`src/rtl/polar_decode_arbiter_pkg.sv`:
```
// Shared types and helpers for the polar decode arbiter.
// Optional statistics outputs are enabled with POLAR_ARB_STATS_EN.
package polar_pkg;

  localparam int unsigned POLAR_DEC_TIMEOUT_DEFAULT = 65535;
  localparam int unsigned RR_MAXREQ                 = 16;

  typedef enum logic [1:0] {
    IDLE,
    ISSUE,
    WAIT,
    DONE
  } arb_state_t;

  typedef struct packed {
    logic       found;
    logic [3:0] idx;
  } rr_pick_t;

  // Width-generic round-robin pick over up to RR_MAXREQ requesters:
  // rotate so ptr lands at bit 0, take the lowest set bit, rotate back.
  function automatic rr_pick_t rr_pick(input logic [RR_MAXREQ-1:0] req,
                                       input logic [3:0]           ptr,
                                       input int unsigned          n);
    logic [RR_MAXREQ-1:0] rot;
    int unsigned          k;
    rr_pick_t             r;
    rot = '0;
    r   = '0;
    for (int unsigned i = 0; i < RR_MAXREQ; i++) begin
      if (i < n) begin
        k = 32'(ptr) + i;
        if (k >= n) k = k - n;
        rot[i] = req[k[3:0]];
      end
    end
    for (int unsigned i = 0; i < RR_MAXREQ; i++) begin
      if (!r.found && rot[i]) begin
        k = 32'(ptr) + i;
        if (k >= n) k = k - n;
        r.found = 1'b1;
        r.idx   = k[3:0];
      end
    end
    return r;
  endfunction

endpackage

```
`src/rtl/polar_decode_arbiter_if.sv`:
```
// Request/grant/decoder-handshake bundle for polar_decode_arbiter.
// Statistics counters are present only with POLAR_ARB_STATS_EN.
interface polar_decode_arbiter_if #(
  parameter int unsigned NREQ = 4,
  parameter int unsigned SELW = $clog2(NREQ)
);

  logic [NREQ-1:0] req;
  logic [NREQ-1:0] gnt;
  logic [NREQ-1:0] done;
  logic            err;
  logic            dec_in_valid;
  logic            dec_out_valid;
  logic [SELW-1:0] dec_sel;
  logic            busy;
`ifdef POLAR_ARB_STATS_EN
  logic [31:0]     frames_ok;
  logic [31:0]     frames_to;
`endif

  // Arbiter side
  modport master (
    input  req, dec_out_valid,
`ifdef POLAR_ARB_STATS_EN
    output frames_ok, frames_to,
`endif
    output gnt, done, err, dec_in_valid, dec_sel, busy
  );

  // Requesters / decoder side
  modport slave (
    output req, dec_out_valid,
`ifdef POLAR_ARB_STATS_EN
    input  frames_ok, frames_to,
`endif
    input  gnt, done, err, dec_in_valid, dec_sel, busy
  );

endinterface

```
`src/rtl/polar_decode_arbiter_rr_picker.sv`:
```
// Combinational round-robin picker: rotate request vector by ptr,
// priority-encode the lowest set bit, rotate the index back.
module polar_rr_picker
  import polar_pkg::*;
#(
  parameter int unsigned NREQ = 4,
  parameter int unsigned SELW = $clog2(NREQ)
) (
  input  logic [NREQ-1:0] req_i,
  input  logic [SELW-1:0] ptr_i,
  output logic            found_o,
  output logic [SELW-1:0] idx_o
);

  logic [NREQ-1:0] rot;
  logic [SELW:0]   k;

  // Rotate, encode and un-rotate; the extra bit of k absorbs ptr+i before wrap
  always_comb begin
    rot     = '0;
    k       = '0;
    found_o = 1'b0;
    idx_o   = '0;
    for (int unsigned i = 0; i < NREQ; i++) begin
      k = {1'b0, ptr_i} + (SELW+1)'(i);
      if (k >= (SELW+1)'(NREQ)) k = k - (SELW+1)'(NREQ);
      rot[i] = req_i[k[SELW-1:0]];
    end
    for (int unsigned i = 0; i < NREQ; i++) begin
      if (!found_o && rot[i]) begin
        k = {1'b0, ptr_i} + (SELW+1)'(i);
        if (k >= (SELW+1)'(NREQ)) k = k - (SELW+1)'(NREQ);
        found_o = 1'b1;
        idx_o   = k[SELW-1:0];
      end
    end
  end

endmodule

```
`src/rtl/polar_decode_arbiter.sv`:
```
// Round-robin scheduler sharing one decode_block among NREQ frame sources.
// Issues a one-cycle in_valid, waits for out_valid (with watchdog abort),
// returns a per-requester done pulse qualified by err.
// Define POLAR_ARB_STATS_EN to add frames_ok/frames_to counters.
module polar_decode_arbiter
  import polar_pkg::*;
#(
  parameter int unsigned NREQ        = 4,
  parameter int unsigned TIMEOUT_CYC = POLAR_DEC_TIMEOUT_DEFAULT,
  parameter int unsigned SELW        = $clog2(NREQ)
) (
  input  logic                   clk,
  input  logic                   rst,
  polar_decode_arbiter_if.master bus
);

  localparam int unsigned CNTW = $clog2(TIMEOUT_CYC);

  arb_state_t      state_q, state_d;
  logic [NREQ-1:0] gnt_q, gnt_d;
  logic [NREQ-1:0] done_q, done_d;
  logic            err_q, err_d;
  logic            div_q, div_d;
  logic [SELW-1:0] sel_q, sel_d;
  logic            busy_q, busy_d;
  logic [SELW-1:0] ptr_q, ptr_d;
  logic [CNTW-1:0] cnt_q, cnt_d;

  logic            pick_found;
  logic [SELW-1:0] pick_idx;

  polar_rr_picker #(
    .NREQ (NREQ),
    .SELW (SELW)
  ) u_picker (
    .req_i   (bus.req),
    .ptr_i   (ptr_q),
    .found_o (pick_found),
    .idx_o   (pick_idx)
  );

  // Next-state and next-output decode; outputs are registered from these
  always_comb begin
    state_d = state_q;
    gnt_d   = gnt_q;
    done_d  = '0;
    err_d   = 1'b0;
    div_d   = 1'b0;
    sel_d   = sel_q;
    busy_d  = busy_q;
    ptr_d   = ptr_q;
    cnt_d   = cnt_q;
    case (state_q)
      IDLE: begin
        if (pick_found) begin
          state_d = ISSUE;
          sel_d   = pick_idx;
          gnt_d   = NREQ'(1) << pick_idx;
          div_d   = 1'b1;
          busy_d  = 1'b1;
        end
      end
      ISSUE: begin
        cnt_d   = '0;
        state_d = WAIT;
      end
      WAIT: begin
        // out_valid takes priority over an expiring watchdog
        if (bus.dec_out_valid) begin
          state_d = DONE;
          done_d  = NREQ'(1) << sel_q;
        end else if (cnt_q == CNTW'(TIMEOUT_CYC - 1)) begin
          state_d = DONE;
          done_d  = NREQ'(1) << sel_q;
          err_d   = 1'b1;
        end else begin
          cnt_d = cnt_q + 1'b1;
        end
      end
      DONE: begin
        state_d = IDLE;
        gnt_d   = '0;
        busy_d  = 1'b0;
        ptr_d   = (sel_q == SELW'(NREQ - 1)) ? '0 : sel_q + 1'b1;
      end
      default: state_d = IDLE;
    endcase
  end

  // State and registered outputs
  always_ff @(posedge clk or posedge rst) begin
    if (rst) begin
      state_q <= IDLE;
      gnt_q   <= '0;
      done_q  <= '0;
      err_q   <= 1'b0;
      div_q   <= 1'b0;
      sel_q   <= '0;
      busy_q  <= 1'b0;
      ptr_q   <= '0;
      cnt_q   <= '0;
    end else begin
      state_q <= state_d;
      gnt_q   <= gnt_d;
      done_q  <= done_d;
      err_q   <= err_d;
      div_q   <= div_d;
      sel_q   <= sel_d;
      busy_q  <= busy_d;
      ptr_q   <= ptr_d;
      cnt_q   <= cnt_d;
    end
  end

  assign bus.gnt          = gnt_q;
  assign bus.done         = done_q;
  assign bus.err          = err_q;
  assign bus.dec_in_valid = div_q;
  assign bus.dec_sel      = sel_q;
  assign bus.busy         = busy_q;

`ifdef POLAR_ARB_STATS_EN
  logic [31:0] ok_q;
  logic [31:0] to_q;

  // Saturating completion counters, bumped during the DONE cycle
  always_ff @(posedge clk or posedge rst) begin
    if (rst) begin
      ok_q <= '0;
      to_q <= '0;
    end else if (state_q == DONE) begin
      if (err_q) begin
        if (to_q != '1) to_q <= to_q + 1'b1;
      end else begin
        if (ok_q != '1) ok_q <= ok_q + 1'b1;
      end
    end
  end

  assign bus.frames_ok = ok_q;
  assign bus.frames_to = to_q;
`endif

endmodule
```
`src/flat_wrapper.sv`:
```
// flat-port wrapper written by rule: the top's interface ports become plain ports
module polar_decode_arbiter_flat import polar_pkg::*;
#(
  parameter int unsigned NREQ        = 4,
  parameter int unsigned TIMEOUT_CYC = POLAR_DEC_TIMEOUT_DEFAULT,
  parameter int unsigned SELW        = $clog2(NREQ)
)
  (clk, rst, bus_req, bus_dec_out_valid, bus_gnt, bus_done, bus_err, bus_dec_in_valid, bus_dec_sel, bus_busy);
  polar_decode_arbiter_if #(.NREQ(NREQ), .SELW(SELW)) bus_i ();
  input  logic clk;
  input  logic rst;
  input wire logic [$bits(bus_i.req)-1:0] bus_req;
  input wire logic [$bits(bus_i.dec_out_valid)-1:0] bus_dec_out_valid;
  output wire logic [$bits(bus_i.gnt)-1:0] bus_gnt;
  output wire logic [$bits(bus_i.done)-1:0] bus_done;
  output wire logic [$bits(bus_i.err)-1:0] bus_err;
  output wire logic [$bits(bus_i.dec_in_valid)-1:0] bus_dec_in_valid;
  output wire logic [$bits(bus_i.dec_sel)-1:0] bus_dec_sel;
  output wire logic [$bits(bus_i.busy)-1:0] bus_busy;
  assign bus_i.req = bus_req;
  assign bus_i.dec_out_valid = bus_dec_out_valid;
  assign bus_gnt = bus_i.gnt;
  assign bus_done = bus_i.done;
  assign bus_err = bus_i.err;
  assign bus_dec_in_valid = bus_i.dec_in_valid;
  assign bus_dec_sel = bus_i.dec_sel;
  assign bus_busy = bus_i.busy;
  polar_decode_arbiter #(.NREQ(NREQ), .TIMEOUT_CYC(TIMEOUT_CYC), .SELW(SELW)) u_core (.clk(clk), .rst(rst), .bus(bus_i));
endmodule
```
`config.mk`:
```
export PLATFORM = sky130hd
export DESIGN_NAME = polar_decode_arbiter_flat
export DESIGN_NICKNAME = d
export VERILOG_FILES = /design/src/rtl/polar_decode_arbiter_pkg.sv /design/src/rtl/polar_decode_arbiter_if.sv /design/src/rtl/polar_decode_arbiter_rr_picker.sv /design/src/rtl/polar_decode_arbiter.sv /design/src/flat_wrapper.sv
export SDC_FILE = /design/constraint.sdc
export NUM_CORES = 1
export LEC_CHECK = 0
export BUFFER_PORTS_ARGS = -buffer_cell sky130_fd_sc_hd__buf_2
export CORE_ASPECT_RATIO = 2
export CORE_UTILIZATION = 38
export DETAILED_ROUTE_END_ITERATION = 10
export HOLD_SLACK_MARGIN = 0.1
export MAX_ROUTING_LAYER = met4
export PLACE_DENSITY = 0.53
export SYNTH_ARGS = -nofsm -noshare
export SYNTH_HDL_FRONTEND = slang
export SYNTH_HIERARCHICAL = 1
export SYNTH_SLANG_ARGS = --single-unit
```
`constraint.sdc`:
```
create_clock -name clk -period 5.5 [get_ports clk]
set_input_delay 1.1 -clock clk [delete_from_list [all_inputs] [get_ports clk]]
set_output_delay 1.1 -clock clk [all_outputs]
set_load 0.05 [all_outputs]
```
==> impl_metrics.prom, run 1 <==
# TYPE chip_impl_metric gauge
chip_impl_metric{name="relSlewSlack",unit="%"} 59.9
chip_impl_metric{name="groute.usage.overall",unit="%"} 21.7
chip_impl_metric{name="power_density",unit="nW/µm²"} 486
chip_impl_info{name="synth_top_flop_cell",value="sky130_fd_sc_hd__dfrtp_1"} 1
chip_impl_metric{name="first_global_vias",unit=""} 1755
chip_impl_metric{name="synth_xor_xnor_area_share",unit="%"} 0.468
chip_impl_metric{name="htree_levels",unit=""} 2
chip_impl_metric{name="fp.dieH",unit="µm"} 101
chip_impl_metric{name="hold_violations",unit=""} 0
chip_impl_metric{name="total_grt_overflow",unit=""} 0
chip_impl_metric{name="start_util",unit="%"} 39.9
chip_impl_info{name="critPathLaunchType",value="register"} 1
chip_impl_metric{name="path_clk_slew",unit="ps"} 80
chip_impl_metric{name="synth_sequential_area_ratio",unit="%"} 44.1
chip_impl_metric{name="post_synth_mux_area_share",unit="%"} 3.94
chip_impl_metric{name="ctsResizeCount",unit=""} 0
chip_impl_info{name="min_path_type",value="register to register"} 1
chip_impl_metric{name="final-max-slew-violation-count",unit=""} 0
chip_impl_metric{name="holdWs",unit="ps"} 515
chip_impl_metric{name="power.ir.vdd_worst",unit="mV"} 0.284
chip_impl_metric{name="antennaDiodeCount",unit=""} 0
chip_impl_metric{name="critical_path.max_fanout",unit=""} 10
chip_impl_metric{name="tightest_slew",unit="ps"} 597
chip_impl_metric{name="ios",unit=""} 20
chip_impl_metric{name="grt_start_max_net_pins",unit=""} 34
chip_impl_metric{name="vias",unit=""} 1668
chip_impl_metric{name="synth-compound-area-share",unit="%"} 19.8
chip_impl_info{name="regToRegStartpoint",value="u_core/cnt_q[0]$_DFFE_PP0P_"} 1
chip_impl_info{name="crit_type",value="register to register"} 1
chip_impl_metric{name="place.port_buffers",unit=""} 19
chip_impl_info{name="timing.rr.end",value="u_core/cnt_q[13]$_DFFE_PP0P_"} 1
chip_impl_info{name="tritoncts",value="built"} 1
chip_impl_metric{name="ctsLongestPathBuffers",unit=""} 2
chip_impl_metric{name="fin_nets",unit=""} 239
chip_impl_metric{name="timing.reg2reg.worst_path_depth",unit=""} 6
chip_impl_metric{name="slowest_delay",unit="ps"} 610
chip_impl_info{name="outcome",value="finished clean"} 1
chip_impl_metric{name="drt.antenna.violating_nets",unit=""} 0
chip_impl_metric{name="postSynthNetCount",unit=""} 217
chip_impl_metric{name="finalClockSkew",unit="ps"} 9.51
chip_impl_metric{name="synth.lib_cells_used.distinct",unit=""} 47
chip_impl_metric{name="fp.coreArea",unit="µm²"} 4690
chip_impl_metric{name="dp.final_hpwl",unit="µm"} 3630
chip_impl_info{name="synth_top_family_by_area",value="compound AO/OA/AOI/OAI gates"} 1
chip_impl_metric{name="final.period_utilization",unit="%"} 41.7
chip_impl_metric{name="drive_above_1_share",unit="%"} 18.0
chip_impl_metric{name="synth-async-reset-ratio",unit="%"} 100
chip_impl_metric{name="setup-violations-final",unit=""} 0
chip_impl_metric{name="netlist_instances",unit=""} 199
chip_impl_metric{name="cts_num_sinks",unit=""} 33
chip_impl_info{name="clock-root-buffer",value="sky130_fd_sc_hd__clkbuf_8"} 1
chip_impl_metric{name="reg2reg_setup_slack",unit="ps"} 3210
chip_impl_metric{name="maxClockFrequency",unit="GHz"} 0.436
chip_impl_metric{name="die_boundary_width",unit="µm"} 51.6
chip_impl_info{name="unrepaired_setup_endpoints_after_global_routing",value="false"} 1
chip_impl_info{name="critPathSlowestCell",value="sky130_fd_sc_hd__or4_4"} 1
chip_impl_metric{name="synth_fa_ha_area_share",unit="%"} 7.35
chip_impl_metric{name="synth_seq_cells",unit=""} 33
chip_impl_metric{name="routed_wirelength",unit="µm"} 4860
chip_impl_metric{name="synth_enable_flop_cells",unit=""} 0
chip_impl_metric{name="synthesis.area",unit="µm²"} 1870
chip_impl_metric{name="hold_buffers",unit=""} 0
chip_impl_metric{name="drt_first_iter_violations",unit=""} 76
chip_impl_info{name="hold_start",value="u_core/bus.gnt[0]$_DFFE_PP0P_"} 1
chip_impl_metric{name="cap_violations",unit=""} 0
chip_impl_info{name="whs_endpoint",value="u_core/bus.gnt[0]$_DFFE_PP0P_"} 1
chip_impl_metric{name="critPathArrivalTime",unit="ps"} 2470
chip_impl_metric{name="grt_antenna_before_repair",unit=""} 0
chip_impl_metric{name="post_route_drc",unit=""} 0
chip_impl_metric{name="via_per_inst",unit=""} 6.02
chip_impl_metric{name="final_core_utilization",unit="%"} 44.9
chip_impl_metric{name="fin_crit",unit="ps"} 2290
chip_impl_metric{name="holdPathStages",unit=""} 2
chip_impl_metric{name="floorplan.rows",unit=""} 35
chip_impl_metric{name="clk_latency",unit="ps"} 290
chip_impl_metric{name="clock_buffer_count_from_cts",unit=""} 5
chip_impl_metric{name="p_leak",unit="nW"} 0.975
chip_impl_metric{name="timing.setup.tns",unit="ps"} 0
chip_impl_metric{name="synth.avg_cell_area",unit="µm²"} 9.41
chip_impl_metric{name="area_growth_syn_to_layout",unit="%"} 12.4
chip_impl_metric{name="ys_warn_count",unit=""} 6
chip_impl_info{name="crit_chain",value="inv_1 > ha_1 > nand3_1 > or4_4 > a21o_1 > a31oi_1"} 1
chip_impl_metric{name="worstPathRequired",unit="ps"} 5680
chip_impl_metric{name="drt_pass1_iterations",unit=""} 4
chip_impl_metric{name="globalplace.congestion",unit=""} 0.905
chip_impl_metric{name="die-area",unit="µm²"} 5230
chip_impl_metric{name="postCtsSetupRepairBufs",unit=""} 0
chip_impl_metric{name="routed_wire_length_per_instance",unit="µm"} 17.6
chip_impl_metric{name="global_route_wire_length_before_repair",unit="µm"} 8090
chip_impl_info{name="endpoint_kind",value="register"} 1
chip_impl_metric{name="synthSimpleGateAreaFrac",unit="%"} 18.5
## cells by family (layout without fill, tap and decap cells)
| group | after synthesis | count (layout) |
|---|---|---|
| and+or+nand+nor | 65 | 65 |
| AOI/OAI and AO/OA | 55 | 55 |
| DFF | 33 | 33 |
| buffers and inverters | 27 | 50 |
| adders and majority gates | 11 | 11 |
| muxes | 7 | 7 |
| xor gates and xnor gates | 1 | 1 |
## critical path: cells and delay by family, from the launching register on
family / cells / cell delay, ps
compound gates: 2 / 690
simple gates: 2 / 850
fa+ha+maj: 1 / 150
flops: 1 / 420
buf+inv: 1 / 90
## cells in the final DEF (no fill, tap or decap), types with 2 or more instances in the layout
| cell | instances |
|---|---|
| sky130_fd_sc_hd__o211ai_1 | 2 |
| sky130_fd_sc_hd__o31ai_1 | 3 |
| sky130_fd_sc_hd__mux2_2 | 2 |
| sky130_fd_sc_hd__o22ai_1 | 2 |
| sky130_fd_sc_hd__or3_1 | 2 |
| sky130_fd_sc_hd__o211ai_2 | 2 |
| sky130_fd_sc_hd__nor2b_1 | 2 |
| sky130_fd_sc_hd__o21ai_0 | 10 |
| sky130_fd_sc_hd__a21oi_1 | 9 |
| sky130_fd_sc_hd__clkbuf_8 | 5 |
| sky130_fd_sc_hd__ha_1 | 11 |
| sky130_fd_sc_hd__nor2_1 | 15 |
| sky130_fd_sc_hd__nand2b_1 | 2 |
| sky130_fd_sc_hd__a31o_2 | 2 |
| sky130_fd_sc_hd__o21ai_1 | 2 |
| sky130_fd_sc_hd__inv_1 | 21 |
| sky130_fd_sc_hd__mux2i_1 | 4 |
| sky130_fd_sc_hd__nor3_1 | 3 |
| sky130_fd_sc_hd__a31oi_1 | 12 |
| sky130_fd_sc_hd__o41ai_1 | 2 |
| sky130_fd_sc_hd__clkinv_2 | 2 |
| sky130_fd_sc_hd__nand2_1 | 19 |
| sky130_fd_sc_hd__nand3_1 | 9 |
| sky130_fd_sc_hd__dfrtp_1 | 33 |
| sky130_fd_sc_hd__nand4_1 | 2 |
| sky130_fd_sc_hd__buf_2 | 19 |
| sky130_fd_sc_hd__or4_1 | 2 |
## through the flow
stage | total power, mW | std cells | cell area (µm²) | setup slack, ps
after floorplan | 0.721 | 199 | 1870 | 3330
after global placement | 0.820 | 269 | 2020 | 3120
after detailed placement | 0.841 | 269 | 2020 | 3090
after CTS | 1.03 | 277 | 2100 | 3220
after global routing | 1.10 | 277 | 2100 | 3050
final | 1.02 | 277 | 2100 | 3210
## state kept, by name, summed over array words and instances, names as in the netlist
register                 flops
u_core/bus.busy              1
u_core/cnt_q                16
u_core/bus.dec_sel           2
u_core/ptr_q                 2
u_core/state_q               2
u_core/bus.err               1
u_core/bus.done              4
u_core/bus.dec_in_valid      1
u_core/bus.gnt               4
## layout make-up
class	instances	area, µm²
Clock inverter	3	17.5
Sequential cell	33	826
Multi-Input combinational cell	139	937
Inverter	22	82.6
Timing Repair Buffer	20	103
Clock buffer	5	68.8
Fill cell	464	2580
Tap cell	55	68.8
## routing by layer
metal	up-vias	GRT usage, %	wire, µm
li1	761	-	-
met1	822	19.7	1740
met2	72	39.9	2750
met3	13	3.30	208
met4	0	13.7	167
met5	-	-	0
## Yosys cell counts (3+ instances only)
cell type | n | area share [%]
sky130_fd_sc_hd__dfrtp_1 | 33 | 44
sky130_fd_sc_hd__inv_1 | 21 | 4.2
sky130_fd_sc_hd__nand2_1 | 19 | 3.8
sky130_fd_sc_hd__nor2_1 | 15 | 3.0
sky130_fd_sc_hd__a31oi_1 | 12 | 4.0
sky130_fd_sc_hd__ha_1 | 11 | 7.4
sky130_fd_sc_hd__o21ai_0 | 10 | 2.7
sky130_fd_sc_hd__a21oi_1 | 9 | 2.4
sky130_fd_sc_hd__nand3_1 | 9 | 2.4
sky130_fd_sc_hd__clkbuf_1 | 4 | 0.80
sky130_fd_sc_hd__mux2i_1 | 4 | 2.1
sky130_fd_sc_hd__nor3_1 | 3 | 0.80
sky130_fd_sc_hd__o31ai_1 | 3 | 1.2
## worst max-delay path by stage
| stage | startpoint | to | cells after the start |
|---|---|---|---|
| detailed placement | bus_req[1] | u_core/bus.gnt[1]$_DFFE_PP0P_ | 8 |
| CTS | u_core/cnt_q[0]$_DFFE_PP0P_ | u_core/cnt_q[13]$_DFFE_PP0P_ | 6 |
| floorplan | bus_dec_out_valid | u_core/cnt_q[7]$_DFFE_PP0P_ | 5 |
| global route | u_core/state_q[0]$_DFFE_PP0P_ | u_core/cnt_q[14]$_DFFE_PP0P_ | 6 |
| finish | u_core/cnt_q[0]$_DFFE_PP0P_ | u_core/cnt_q[13]$_DFFE_PP0P_ | 6 |
| global placement | bus_dec_out_valid | u_core/cnt_q[13]$_DFFE_PP0P_ | 4 |
## power breakdown
part | leakage, nW | switching, mW | internal [mW]
sequential | 0.440 | 0.0719 | 0.310
combinational | 0.491 | 0.317 | 0.140
clock | 0.0439 | 0.0954 | 0.0874
total | 0.975 | 0.485 | 0.537
Note: power is estimated with default switching activity, not from simulation.
==> run 2, diff against run 1 <==
--- a/config.mk
+++ b/config.mk
@@ -11,7 +11,7 @@
 export DETAILED_ROUTE_END_ITERATION = 10
 export HOLD_SLACK_MARGIN = 0.1
 export MAX_ROUTING_LAYER = met4
-export PLACE_DENSITY = 0.53
+export PLACE_DENSITY = 0.55
 export SYNTH_ARGS = -nofsm -noshare
 export SYNTH_HDL_FRONTEND = slang
 export SYNTH_HIERARCHICAL = 1
==> constraint.sdc (replaced) <==
create_clock -name clk -period 2.06 [get_ports clk]
set_input_delay 0.412 -clock clk [delete_from_list [all_inputs] [get_ports clk]]
set_output_delay 0.412 -clock clk [all_outputs]
set_load 0.05 [all_outputs]
==> run 2 against run 1 <==
Final area grew 5.6%. Cell count grew 5.4%. Clock power grew to 2.8 times the previous value. Via count shrank 3.2%. Sequential share of layout area shrank 2.1 points. Largest power group unchanged. Sequential cell count is the same. Highest routed layer unchanged. Wire length shrank 5.4%.
==> impl_metrics.prom, run 2 (synthesized netlist as in run 1, its figures left out) <==
# TYPE chip_impl_metric gauge
chip_impl_info{name="outcome",value="finished clean"} 1
chip_impl_info{name="min_path_type",value="input port to async pin"} 1
chip_impl_metric{name="floorplan.rows",unit=""} 35
chip_impl_metric{name="via_per_inst",unit=""} 5.53
chip_impl_info{name="unrepaired_setup_endpoints_after_global_routing",value="false"} 1
chip_impl_metric{name="timing.final.ws_setup",unit="ps"} 153
chip_impl_metric{name="first_global_vias",unit=""} 1720
chip_impl_metric{name="p_leak",unit="nW"} 1.04
chip_impl_metric{name="routed_wire_length_per_instance",unit="µm"} 15.8
chip_impl_metric{name="fp.coreArea",unit="µm²"} 4690
chip_impl_info{name="crit_type",value="register to register"} 1
chip_impl_metric{name="critPathArrivalTime",unit="ps"} 2120
chip_impl_info{name="final_common_cell",value="sky130_fd_sc_hd__dfrtp_1"} 1
chip_impl_metric{name="internal_dissipation",unit="mW"} 1.50
chip_impl_metric{name="final.period_utilization",unit="%"} 92.6
chip_impl_metric{name="hold_buffers",unit=""} 0
chip_impl_metric{name="largest_register_ffs",unit=""} 16
chip_impl_metric{name="groute.usage.overall",unit="%"} 21.2
chip_impl_metric{name="timing.setup.tns",unit="ps"} 0
chip_impl_metric{name="cts_num_sinks",unit=""} 33
chip_impl_metric{name="pwr-share-comb",unit="%"} 45.9
chip_impl_metric{name="hold_violations",unit=""} 0
chip_impl_metric{name="drt_pass1_iterations",unit=""} 4
chip_impl_info{name="critPathLaunchType",value="register"} 1
chip_impl_metric{name="reg2reg_setup_slack",unit="ps"} 150
chip_impl_metric{name="die_boundary_width",unit="µm"} 51.6
chip_impl_metric{name="tightest_slew",unit="ps"} 467
chip_impl_metric{name="globalplace.congestion",unit=""} 0.931
chip_impl_metric{name="critical_path.max_fanout",unit=""} 10
chip_impl_metric{name="total_grt_overflow",unit=""} 0
chip_impl_metric{name="clk_latency",unit="ps"} 290
chip_impl_info{name="critPathSlowestCell",value="sky130_fd_sc_hd__or4_4"} 1
chip_impl_metric{name="slowest_delay",unit="ps"} 530
chip_impl_metric{name="antennaDiodeCount",unit=""} 0
chip_impl_info{name="timing.rr.end",value="u_core/cnt_q[9]$_DFFE_PP0P_"} 1
chip_impl_metric{name="grt_start_max_net_pins",unit=""} 34
chip_impl_metric{name="maxClockFrequency",unit="GHz"} 0.524
chip_impl_metric{name="relSlewSlack",unit="%"} 68.6
chip_impl_metric{name="final-max-slew-violation-count",unit=""} 0
chip_impl_info{name="mostFrequentLayoutCells",value="33 x sky130_fd_sc_hd__dfrtp_1, 21 x sky130_fd_sc_hd__inv_1, 19 x sky130_fd_sc_hd__buf_2, 19 x sky130_fd_sc_hd__nand2_1, 16 x sky130_fd_sc_hd__buf_4"} 1
chip_impl_metric{name="vias",unit=""} 1614
chip_impl_metric{name="post_route_drc",unit=""} 0
chip_impl_info{name="regMostFlops",value="u_core/cnt_q"} 1
chip_impl_metric{name="path_clk_slew",unit="ps"} 80
chip_impl_metric{name="power_density",unit="nW/µm²"} 1250
chip_impl_metric{name="drt.antenna.violating_nets",unit=""} 0
chip_impl_metric{name="final_cells",unit=""} 292
chip_impl_metric{name="setup-violations-final",unit=""} 0
chip_impl_info{name="tritoncts",value="built"} 1
chip_impl_metric{name="routed_wirelength",unit="µm"} 4600
chip_impl_metric{name="timing.reg2reg.worst_path_depth",unit=""} 6
chip_impl_info{name="clock-root-buffer",value="sky130_fd_sc_hd__clkbuf_8"} 1
chip_impl_metric{name="switching_share",unit="%"} 45.9
chip_impl_metric{name="power.ir.vdd_worst",unit="mV"} 1.05
chip_impl_metric{name="global_route_wire_length_before_repair",unit="µm"} 7730
chip_impl_metric{name="switchingPower",unit="mW"} 1.27
chip_impl_metric{name="cap_violations",unit=""} 0
chip_impl_metric{name="clockPowerShare",unit="%"} 18.3
chip_impl_metric{name="worstPathRequired",unit="ps"} 2280
chip_impl_metric{name="finalClockSkew",unit="ps"} 2.55
chip_impl_metric{name="dp.final_hpwl",unit="µm"} 3620
chip_impl_metric{name="drive_above_1_share",unit="%"} 23.2
chip_impl_metric{name="clock_buffer_count_from_cts",unit=""} 5
chip_impl_metric{name="start_util",unit="%"} 39.9
chip_impl_info{name="regToRegStartpoint",value="u_core/cnt_q[0]$_DFFE_PP0P_"} 1
chip_impl_metric{name="die-area",unit="µm²"} 5230
chip_impl_metric{name="ctsResizeCount",unit=""} 0
chip_impl_metric{name="fp.dieH",unit="µm"} 101
chip_impl_metric{name="area_growth_syn_to_layout",unit="%"} 18.6
chip_impl_metric{name="fin_nets",unit=""} 254
chip_impl_metric{name="ios",unit=""} 20
chip_impl_metric{name="post-route-cell-area",unit="µm²"} 2220
chip_impl_metric{name="fin_crit",unit="ps"} 1910
chip_impl_metric{name="critical_path.n_buffers_inverters",unit=""} 1
chip_impl_metric{name="numPlacedInstances",unit=""} 284
chip_impl_info{name="critPathTopFamily",value="simple AND/OR/NAND/NOR gates"} 1
chip_impl_metric{name="power_frac_seq",unit="%"} 35.8
chip_impl_metric{name="grt_antenna_before_repair",unit=""} 0
chip_impl_metric{name="drt_first_iter_violations",unit=""} 33
chip_impl_metric{name="place_area",unit="µm²"} 2130
chip_impl_metric{name="postCtsSetupRepairBufs",unit=""} 0
chip_impl_metric{name="place.port_buffers",unit=""} 19
chip_impl_metric{name="ctsLongestPathBuffers",unit=""} 2
chip_impl_info{name="crit_chain",value="inv_1 > ha_1 > nand3_1 > or4_4 > a21o_1 > a31oi_1"} 1
chip_impl_metric{name="holdWs",unit="ps"} 195
chip_impl_metric{name="pre_cts_ws",unit="ps"} 165
chip_impl_metric{name="htree_levels",unit=""} 2
chip_impl_info{name="endpoint_kind",value="register"} 1
## run 2: how the worst max path moves through the flow
| stage | cells after the start | endpoint | start |
|---|---|---|---|
| floorplan | 7 | u_core/cnt_q[5]$_DFFE_PP0P_ | u_core/cnt_q[0]$_DFFE_PP0P_ |
| global placement | 6 | u_core/cnt_q[8]$_DFFE_PP0P_ | u_core/cnt_q[0]$_DFFE_PP0P_ |
| detailed placement | 6 | u_core/cnt_q[5]$_DFFE_PP0P_ | u_core/cnt_q[0]$_DFFE_PP0P_ |
| CTS | 6 | u_core/cnt_q[7]$_DFFE_PP0P_ | u_core/cnt_q[0]$_DFFE_PP0P_ |
| global route | 6 | u_core/cnt_q[5]$_DFFE_PP0P_ | u_core/cnt_q[0]$_DFFE_PP0P_ |
| finish | 6 | u_core/cnt_q[9]$_DFFE_PP0P_ | u_core/cnt_q[0]$_DFFE_PP0P_ |
## run 2: area by class of cell
class	count	area [µm²]
clock inverter	3	22.5
fill	478	2460
inverter	22	82.6
timing repair buffer	35	215
clock buffer	5	68.8
sequential	33	826
multi-input combinational	139	937
tap	55	68.8
## run 2: metal layers
layer  part of all wire, %  vias to the layer above  wire [µm]  track usage (%)
met2                    58                       31       2660             39.1
met3                   2.4                       17        112             4.50
li1                      -                      791          -                -
met4                   5.3                        0        244             12.9
met1                    34                      775       1580             18.6
met5                     0                        -          0                -
## run 2: power groups by stage
| stage | Sequential, mW | Combinational, mW | Clock, mW |
|---|---|---|---|
| after CTS | 0.995 | 1.30 | 0.522 |
| after detailed placement | 1.01 | 1.29 | 0 |
| after floorplan | 1.25 | 0.673 | 0 |
| after global routing | 1.02 | 1.41 | 0.541 |
| after global placement | 1.00 | 1.28 | 0 |
| final | 0.992 | 1.27 | 0.507 |
## run 2: per-stage QoR
step	utilization, %	power, mW
after global routing	47.4	2.97
after CTS	47.4	2.81
after floorplan	-	1.92
final	47.4	2.77
after global placement	45.4	2.28
after detailed placement	45.4	2.30
## run 2: worst min-delay path, delay by kind of cell
| family | cells | cell delay [ps] |
|---|---|---|
| buffers and inverters | 3 | 500 |
